===== config.mk =====
export PLATFORM = sky130hd
export DESIGN_NAME = bus_arbiter_split
export DESIGN_NICKNAME = d
export VERILOG_FILES = /design/src/rtl/bus_pkg.sv /design/src/rtl/bus_arbiter_split.sv
export SDC_FILE = /design/constraint.sdc
export NUM_CORES = 1
export LEC_CHECK = 0
export CORE_MARGIN = 2
export CORE_UTILIZATION = 44
export DETAILED_ROUTE_END_ITERATION = 16
export GPL_TIMING_DRIVEN = 1
export PLACE_DENSITY_LB_ADDON = 0.05
export SLEW_MARGIN = 40
export SYNTH_ARGS = -nofsm -noshare
export SYNTH_HDL_FRONTEND = slang
export SYNTH_SLANG_ARGS = --single-unit

===== constraint.sdc =====
create_clock -name clk -period 2 [get_ports clk]
set_clock_uncertainty 0.05 [all_clocks]
set_input_delay 0.3 -clock clk [delete_from_list [all_inputs] [get_ports clk]]
set_output_delay 0.3 -clock clk [all_outputs]
set_load 0.05 [all_outputs]

===== src/rtl/bus_pkg.sv =====
// Shared definitions for the serial system bus wrapper: arbiter state encoding,
// master identifiers and widths used by the bus muxes and address decoder.
package bus_pkg;

    // Arbiter state encoding
    localparam logic [1:0] ST_IDLE   = 2'd0;
    localparam logic [1:0] ST_OWN_M1 = 2'd1;
    localparam logic [1:0] ST_OWN_M2 = 2'd2;
    localparam logic [1:0] ST_GAP    = 2'd3;

    typedef enum logic [1:0] {
        STATE_IDLE   = ST_IDLE,
        STATE_OWN_M1 = ST_OWN_M1,
        STATE_OWN_M2 = ST_OWN_M2,
        STATE_GAP    = ST_GAP
    } arb_state_e;

    // Master identifiers; also the msel encoding seen by the bus muxes
    localparam logic MID_M1 = 1'b0;
    localparam logic MID_M2 = 1'b1;

    // Widths shared with the bus wrapper
    localparam int unsigned NUM_MASTERS = 2;
    localparam int unsigned MID_W       = 1;
    localparam int unsigned GAP_CNT_W   = 4;
    localparam int unsigned BUS_ADDR_W  = 16;
    localparam int unsigned BUS_DATA_W  = 8;

    // The master that is not `mid`
    function automatic logic other_mid(input logic mid);
        return ~mid;
    endfunction

endpackage


===== src/rtl/bus_arbiter_split.sv =====
// Two-master split-capable bus arbiter for the serial system bus.
// Shares the bus between master_port (m1) and bus_bridge_master (m2), parks a
// split master and re-grants it with priority once the split slave resumes.
// All outputs are registered.
// Optional build macro ARB_ROUND_ROBIN_EN: ties go to the master that did not
// own the bus most recently (PRIO_M2 is then ignored).
module bus_arbiter_split
    import bus_pkg::*;
#(
    parameter int unsigned GAP_CYCLES = 1,
    parameter bit          PRIO_M2    = 1'b0
) (
    input  logic clk,
    input  logic rst,
    input  logic m1_breq,
    input  logic m2_breq,
    output logic m1_bgrant,
    output logic m2_bgrant,
    output logic msel,
    output logic m1_split,
    output logic m2_split,
    input  logic s_split,
    input  logic s_resume,
    output logic split_grant
);

    // Last counter value spent in GAP before returning to IDLE
    localparam logic [GAP_CNT_W-1:0] GAP_LAST =
        (GAP_CYCLES == 0) ? '0 : GAP_CNT_W'(GAP_CYCLES - 1);

    // Where an owner goes on release or split; GAP is skipped entirely at 0
    localparam arb_state_e REL_STATE = (GAP_CYCLES == 0) ? STATE_IDLE : STATE_GAP;

    arb_state_e             state_q, state_d;
    logic [GAP_CNT_W-1:0]   gap_cnt_q, gap_cnt_d;
    logic                   m1_bgrant_d, m2_bgrant_d, msel_d;
    logic                   m1_split_d, m2_split_d, split_grant_d;

    logic                   split_pend;
    logic                   split_mid;
    logic                   split_breq;
    logic                   resume_ok;
    logic                   req_m1, req_m2;
    logic                   pick_m2;

`ifdef ARB_ROUND_ROBIN_EN
    logic                   last_mid_q, last_mid_d;
`endif

    // Split tracking: the mX_split flags themselves record the parked owner
    always_comb begin
        split_pend = m1_split | m2_split;
        split_mid  = m2_split ? MID_M2 : MID_M1;
        split_breq = m2_split ? m2_breq : m1_breq;
        // A parked master that has dropped its request can no longer be resumed
        resume_ok  = split_pend & s_resume & split_breq;
        // A parked master never competes as a fresh request
        req_m1     = m1_breq & ~m1_split;
        req_m2     = m2_breq & ~m2_split;
    end

    // Tie-break between simultaneous fresh requests
`ifdef ARB_ROUND_ROBIN_EN
    always_comb begin
        pick_m2 = (other_mid(last_mid_q) == MID_M2);
    end
`else
    always_comb begin
        pick_m2 = PRIO_M2;
    end
`endif

    // Next-state, gap counter, split bookkeeping and registered-output inputs
    always_comb begin
        state_d       = state_q;
        gap_cnt_d     = gap_cnt_q;
        m1_split_d    = m1_split;
        m2_split_d    = m2_split;
        split_grant_d = 1'b0;

        // Cancellation applies in every state
        if (m1_split && !m1_breq) begin
            m1_split_d = 1'b0;
        end
        if (m2_split && !m2_breq) begin
            m2_split_d = 1'b0;
        end

        unique case (state_q)
            STATE_IDLE: begin
                if (resume_ok) begin
                    // Resuming a split outranks any new request
                    state_d       = (split_mid == MID_M2) ? STATE_OWN_M2 : STATE_OWN_M1;
                    split_grant_d = 1'b1;
                    m1_split_d    = 1'b0;
                    m2_split_d    = 1'b0;
                end else if (req_m1 && req_m2) begin
                    state_d = pick_m2 ? STATE_OWN_M2 : STATE_OWN_M1;
                end else if (req_m1) begin
                    state_d = STATE_OWN_M1;
                end else if (req_m2) begin
                    state_d = STATE_OWN_M2;
                end
            end

            STATE_OWN_M1: begin
                // A release in the same cycle as s_split wins: no split recorded
                if (!m1_breq) begin
                    state_d   = REL_STATE;
                    gap_cnt_d = '0;
                end else if (s_split && !split_pend) begin
                    m1_split_d = 1'b1;
                    state_d    = REL_STATE;
                    gap_cnt_d  = '0;
                end
            end

            STATE_OWN_M2: begin
                if (!m2_breq) begin
                    state_d   = REL_STATE;
                    gap_cnt_d = '0;
                end else if (s_split && !split_pend) begin
                    m2_split_d = 1'b1;
                    state_d    = REL_STATE;
                    gap_cnt_d  = '0;
                end
            end

            STATE_GAP: begin
                if (gap_cnt_q == GAP_LAST) begin
                    state_d   = STATE_IDLE;
                    gap_cnt_d = '0;
                end else begin
                    gap_cnt_d = gap_cnt_q + 1'b1;
                end
            end

            default: begin
                state_d   = STATE_IDLE;
                gap_cnt_d = '0;
            end
        endcase

        // Grants follow the ownership state; msel moves only with a grant
        m1_bgrant_d = (state_d == STATE_OWN_M1);
        m2_bgrant_d = (state_d == STATE_OWN_M2);
        if (state_d == STATE_OWN_M2) begin
            msel_d = MID_M2;
        end else if (state_d == STATE_OWN_M1) begin
            msel_d = MID_M1;
        end else begin
            msel_d = msel;
        end
    end

`ifdef ARB_ROUND_ROBIN_EN
    // Most recent owner, updated on every grant including split resumes
    always_comb begin
        last_mid_d = last_mid_q;
        if (state_d == STATE_OWN_M1) begin
            last_mid_d = MID_M1;
        end else if (state_d == STATE_OWN_M2) begin
            last_mid_d = MID_M2;
        end
    end

    // Last-owner register; resets to m2 so m1 wins the first tie
    always_ff @(posedge clk or posedge rst) begin
        if (rst) begin
            last_mid_q <= MID_M2;
        end else begin
            last_mid_q <= last_mid_d;
        end
    end
`endif

    // State, counter and registered outputs
    always_ff @(posedge clk or posedge rst) begin
        if (rst) begin
            state_q     <= STATE_IDLE;
            gap_cnt_q   <= '0;
            m1_bgrant   <= 1'b0;
            m2_bgrant   <= 1'b0;
            msel        <= MID_M1;
            m1_split    <= 1'b0;
            m2_split    <= 1'b0;
            split_grant <= 1'b0;
        end else begin
            state_q     <= state_d;
            gap_cnt_q   <= gap_cnt_d;
            m1_bgrant   <= m1_bgrant_d;
            m2_bgrant   <= m2_bgrant_d;
            msel        <= msel_d;
            m1_split    <= m1_split_d;
            m2_split    <= m2_split_d;
            split_grant <= split_grant_d;
        end
    end

endmodule


Yosys cells after proc, flatten, opt, wreduce, memory -nomap -nowiden
Cells that the tools add are included.
{"block": "word_totals", "register_bits": 12, "out_inout_bits": 6}
{"block": "op_classes", "addsub": 1, "bitwise": 7, "n_eq_ne": 5, "mux": 31, "n_reduce_logical": 11}
{"operator": "2-bit 2-to-1 mux", "n": 9}
{"operator": "4-bit 2-to-1 mux", "n": 4}
{"operator": "1-bit 2-to-1 mux", "n": 14}
{"operator": "4-bit one-hot mux with 3 select lines", "n": 1}
{"operator": "2-bit one-hot mux with 4 select lines", "n": 1}
{"operator": "2-bit == test, second input constant", "n": 3}
{"operator": "4-bit by 1-bit adder with 4-bit output, second input constant", "n": 1}
{"operator": "1-bit bitwise AND", "n": 4}
{"operator": "2-bit by 1-bit == test with 1-bit output, second input constant", "n": 2}
{"operator": "1-bit logical AND", "n": 4}
{"operator": "4-bit zero test", "n": 1}
{"operator": "1-bit one-hot mux with 2 select lines", "n": 2}
{"operator": "1-bit zero test", "n": 3}
{"operator": "3-bit nonzero test", "n": 1}
{"operator": "2-bit zero test", "n": 1}
{"operator": "1-bit inverter", "n": 2}
{"operator": "2-bit nonzero test", "n": 1}
{"operator": "1-bit OR", "n": 1}

Depth between registers and ports, before layout
{"block": "logic_depth", "ltp_word": 10, "mapped_depth": 7, "ltp_nobuf": 7}

Least setup slack after synthesis
OpenSTA, ideal clock, no wires.
{"block": "synth_path", "kind": "reg-to-reg", "from": "register m1_split", "to": "register msel", "period_less_slack_ns": 2.157, "path_buffers": 0, "stages_incl_launch_ff": 5, "t_required_ns": 1.825, "t_arrival_ns": 1.982, "path_slack_ns": -0.157, "cell_sequence": "dfrtp_1 > or3b_4 > a221o_1 > ha_1 > mux2_2"}
{"block": "synth_between", "elab_chain_len": 8, "elab_cells_between_ends": 19}
{"element": "start, declared", "line": "bus_arbiter_split.sv:20", "rtl": "output logic m1_split,"}
{"element": "start signal, assigned", "line": "bus_arbiter_split.sv:194", "rtl": "m1_split <= m1_split_d;"}
{"element": "1-bit inverter or 1-bit OR (tied branches)", "line": "bus_arbiter_split.sv:58, bus_arbiter_split.sv:52"}
{"element": "1-bit bitwise AND or 1-bit zero test (tied branches)", "line": "bus_arbiter_split.sv:58, bus_arbiter_split.sv:111, bus_arbiter_split.sv:122"}
{"element": "2-bit 2-to-1 mux, or another cell as far along", "line": "bus_arbiter_split.sv:99", "rtl": "end else if (req_m1) begin"}
{"element": "2-bit 2-to-1 mux, on equally long branches", "line": "bus_arbiter_split.sv:97, bus_arbiter_split.sv:111, bus_arbiter_split.sv:122"}
{"element": "2-bit 2-to-1 mux, on equally long branches", "line": "bus_arbiter_split.sv:91, bus_arbiter_split.sv:108, bus_arbiter_split.sv:119"}
{"element": "2-bit one-hot mux with 4 select lines (*)", "line": "bus_arbiter_split.sv:89", "rtl": "unique case (state_q)"}
{"element": "2-bit == test or 2-bit by 1-bit == test with 1-bit output (tied branches)", "line": "bus_arbiter_split.sv:147, bus_arbiter_split.sv:149"}
{"element": "1-bit 2-to-1 mux or 2-bit nonzero test (tied branches)"}
{"element": "end signal, assigned", "line": "bus_arbiter_split.sv:193", "rtl": "msel <= msel_d;"}
{"element": "end, declared", "line": "bus_arbiter_split.sv:19", "rtl": "output logic msel,"}
Mark *: on every way between the ends. The rest lies on a longest branch, timed or not.
A chain may end at the register's enable or synchronous reset.

Worst setup path in the final report
{"block": "layout_path", "from": "input port s_resume", "to": "register msel"}
{"block": "layout_between", "elab_chain_len": 6, "elab_cells_between_ends": 8}
{"element": "start, declared", "line": "bus_arbiter_split.sv:23", "rtl": "input logic s_resume,"}
{"element": "1-bit bitwise AND (*) (2 in a row)", "line": "bus_arbiter_split.sv:56", "rtl": "resume_ok = split_pend & s_resume & split_breq;"}
{"element": "2-bit 2-to-1 mux (*)", "line": "bus_arbiter_split.sv:91", "rtl": "if (resume_ok) begin"}
{"element": "2-bit one-hot mux with 4 select lines (*)", "line": "bus_arbiter_split.sv:89"}
{"element": "2-bit == test or 2-bit by 1-bit == test with 1-bit output (tied branches)", "line": "bus_arbiter_split.sv:147, bus_arbiter_split.sv:149"}
{"element": "1-bit 2-to-1 mux or 2-bit nonzero test (tied branches)"}
Marks and branches as above.

==> impl_metrics.csv <==
group,metric,value,unit
clocking,reg_clk_slew_reported_paths,0.08,ns
synth,ys_warn_count,0,
finish,share_of_the_core_filled_with_cells_in_the_final_layout,70.6,%
sta,postLayoutSetupSlackWorst,-0.00579,ns
power_and_ir_drop,power.static_leakage,0.000438,uW
clocking,tritoncts,"built",
grt,grt_pass1_wl,2.50,mm
finish,layout-area-overhead-vs-synth,44.0,%
power_and_ir_drop,seqPwrFrac,28.6,%
power_and_ir_drop,irDropWorstVdd,0.833,mV
sta,setup_violating_endpoint_count_in_the_final_report,1,
power_and_ir_drop,share_comb_of_total_power,60.4,%
power_and_ir_drop,clkPwrFrac,11.0,%
floorplanning,row_count,13,
worst_setup_path,timing.critical_path.max_delay_family,"buffers and inverters",
synth,postSynthRegisterBits,12,
clocking,cts-buffers-inserted,3,
worst_setup_path,worstPathRequired,2.11,ns
floorplanning,die_width,42.8,um
synth,synth_top_area_share,45.4,%
routing,number_of_detailed_routing_iterations_run_before_antenna_repair,4,
routing,post_drt_via_cell_ratio,5.51,
floorplanning,num_io_pins,12,
routing,remaining_drc_errors,0,
finish,layout.filler_cells,100,
power_and_ir_drop,power.switching,627,uW
finish,final_net_count,110,
sta,final_setup_tns,-0.00579,ns
worst_setup_path,cp_cell_sequence,"clkdlybuf4s50_1, inv_1, buf_4, nand2_1, a311o_1, a21oi_2, ha_4, mux2_4",
worst_setup_path,cp.buffers_inverters,3,
finish,seqCellArea,303,sq um
sta,final-max-slew-violation-count,0,
worst_setup_path,end_kind,"flip-flop",
flow_run,max_cap_viol_count,0,
worst_setup_path,worstReg2RegStart,"m1_split$_DFF_PP0_",
grt,grt_pass1_vias,571,
synth,synth_top_family_by_area,"compound AO/OA/AOI/OAI gates",
synth,postSynthAreaPerCell,9.07,sq um
power_and_ir_drop,internal_power,836,uW
sta,final_min_period_over_clock_period,100,%
clocking,clock_tree.buffer_depth,2,
floorplanning,effective_utilization_at_floorplan,49.0,%
synth,syn-instance-count,73,
synth,synthMuxAreaShare,1.70,%
finish,layout-drive-gt1-share,30.0,%
power_and_ir_drop,power_per_cell_area,1530,mW/mm^2
sta,worst_margin_pin_slew,0.492,ns
routing,drt_iter0_markers,25,
synth,synth-xor-area-share,0,%
worst_setup_path,cp_slowest_stage_delay,0.44,ns
clocking,clock_insertion_delay_worst_skew,0.27,ns
synth,synthSimpleGateAreaFrac,21.0,%
sta,maxSlewHeadroom,67.1,%
synth,synth_sequential_area_ratio,45.4,%
worst_setup_path,critical_path_launch_point_type,"input port",
grt,gr-usage-all-layers,18.2,%
synth,synth_compound_area_share,21.0,%
clocking,cts.sinks,12,
synth,synth_top_cells_by_area,"dfrtp_1 45%, nor2_1 6.2%, ha_1 5.7%, nand2_1 4.0%, a21oi_1 3.8%",
worst_setup_path,worst-setup-path-type,"in2reg",
worst_hold_path,min_path_type,"in2async",
grt,grt_max_degree,13,
floorplanning,core_footprint,0.00135,sq mm
clocking,h-tree-depth,1,
power_and_ir_drop,netSwitchingFraction,42.8,%
floorplanning,die_height,42.8,um
synth,synth_nets,82,
grt,global_route.overflow_total,0,
synth,synth-adder-area-share,5.67,%
routing,number_of_nets_with_antenna_violations_after_detailed_routing,0,
worst_setup_path,timing.critical_path.slowest_stage_cell,"clkdlybuf4s50_1",
placement,port_buffers,11,
sta,achievable-frequency,0.499,GHz
status,run_status,"complete, but fails checks",
worst_setup_path,worst-r2r-cell-count,6,
sta,final.min_clock_period,2.01,ns
status,failing_checks,"setup timing",
placement,gp_congestion,0.872,
routing,num_vias,634,
worst_setup_path,cp_num_cells,8,
synth,library_cell_with_the_largest_summed_area_after_synthesis,"dfrtp_1",
worst_setup_path,critical_path_arrival,2.12,ns
clocking,root_buffer,"clkbuf_4",
grt,antenna_found_initial,0,
placement,hpwl,1.09,mm
synth,post_synth_instance_area,662,sq um
finish,antenna-diode-count,0,
floorplanning,dieArea,0.00183,sq mm
worst_setup_path,setup.worst_path.start,"s_resume",
synth,synth.distinct_cells,26,
routing,wire_per_inst,13.4,um
routing,route.final.wire_length,1.54,mm
finish,area_used_by_multi_input_combinational_logic,365,sq um
sta,finalHoldViolCount,0,
worst_setup_path,cp_max_fo,3,
cell usage in the layout, fill, tap and decap left out, types with 2 or more instances in the layout:
| master | instances |
|---|---|
| a21oi_1 | 4 |
| buf_4 | 14 |
| clkbuf_4 | 3 |
| clkdlybuf4s50_1 | 10 |
| dfrtp_1 | 10 |
| dfrtp_2 | 2 |
| inv_1 | 5 |
| nand2_1 | 7 |
| nand2b_1 | 2 |
| nand3_1 | 4 |
| nor2_1 | 11 |
| o21ai_0 | 3 |
| o31ai_1 | 2 |
path summary, 6_finish.rpt:
kind                                            end  slack [ns]
setup reg to reg                   msel$_DFFE_PP0P_        0.03
min in group clk           gap_cnt_q[3]$_DFFE_PP0P_        0.44
hold reg to reg            gap_cnt_q[3]$_DFFE_PP0P_        0.44
hold / removal                split_grant$_DFF_PP0_        0.29
max in group asynchronous        m2_split$_DFF_PP0_        1.26
setup / recovery                   msel$_DFFE_PP0P_      -0.006
stage by stage:
stage          instance area, sq um  hold WS, ns  std cells  power, uW  setup slack (ns)
2_1_floorplan                   668        0.115         73        902         -0.000870
3_3_place_gp                    867        0.417        108       1150            -0.261
3_5_place_dp                    867        0.421        108       1160            -0.307
4_1_cts                         893        0.310        112       1330            0.0101
5_1_grt                         953        0.332        115       1560           -0.0261
6_report                        953        0.293        115       1460          -0.00579
logic make-up after synthesis:
| kind of cell | after synthesis |
|---|---|
| buffers and inverters | 8 |
| and+or+nand+nor | 29 |
| muxes | 1 |
| DFF | 12 |
| AOI/OAI and AO/OA | 20 |
| adders and majority gates | 3 |
final cells by class:
| cell class | instances | area share (%) |
|---|---|---|
| Clock buffer | 4 | 2.76 |
| Multi-Input combinational cell | 53 | 38.3 |
| Timing Repair Buffer | 25 | 22.8 |
| Sequential cell | 12 | 31.8 |
| Tap cell | 15 | 1.97 |
| Inverter | 6 | 2.36 |
sequential cells by signal, summed over array words and instances, names as in the netlist:
signal	cells
state_q	2
split_grant	1
m2_bgrant	1
msel	1
m1_split	1
gap_cnt_q	4
m2_split	1
m1_bgrant	1
power by group through the flow:
| stage | logic [uW] | clock network [uW] | registers (uW) |
|---|---|---|---|
| final | 884 | 161 | 419 |
| after global routing | 961 | 172 | 430 |
| after CTS | 753 | 165 | 412 |
| after detailed placement | 747 | 0 | 417 |
| after global placement | 734 | 0 | 417 |
| after floorplan | 402 | 0 | 499 |
cell usage after synthesis, drive strengths merged:
cell / instances
a221o: 1
o2111ai: 1
o211ai: 1
a31oi: 1
nand3: 4
ha: 3
o31ai: 2
buf: 2
a21o: 1
a221oi: 1
mux2: 1
or3b: 1
inv: 6
a21oi: 5
o21ai: 4
nand2: 7
nand2b: 3
dfrtp: 12
a211oi: 1
and4: 1
nor3: 1
o221a: 1
nor2: 11
a311o: 1
nor3b: 1
what timing repair did:
item                                    CTS  global route
pin swaps                                 0             3
endpoints found under the setup margin    1             1
hold buffers                              0             0
resized for setup                         1             8
setup buffers                             0             3
worst register-to-register path: stages (launching register included):
cell     delay, ns
dfrtp_2       0.45
or3b_4        0.43
nand2_1       0.09
a21oi_1       0.10
a21oi_2       0.22
ha_4          0.23
mux2_4        0.29
layer usage:
layer,track usage (%),vias to the layer above,wire [um]
met4,9.38,0,15
met3,5.11,2,95
met2,23.6,25,686
li1,-,314,-
met1,26.6,293,742
met5,0,-,0
Note: power is estimated with default switching activity, not from simulation.
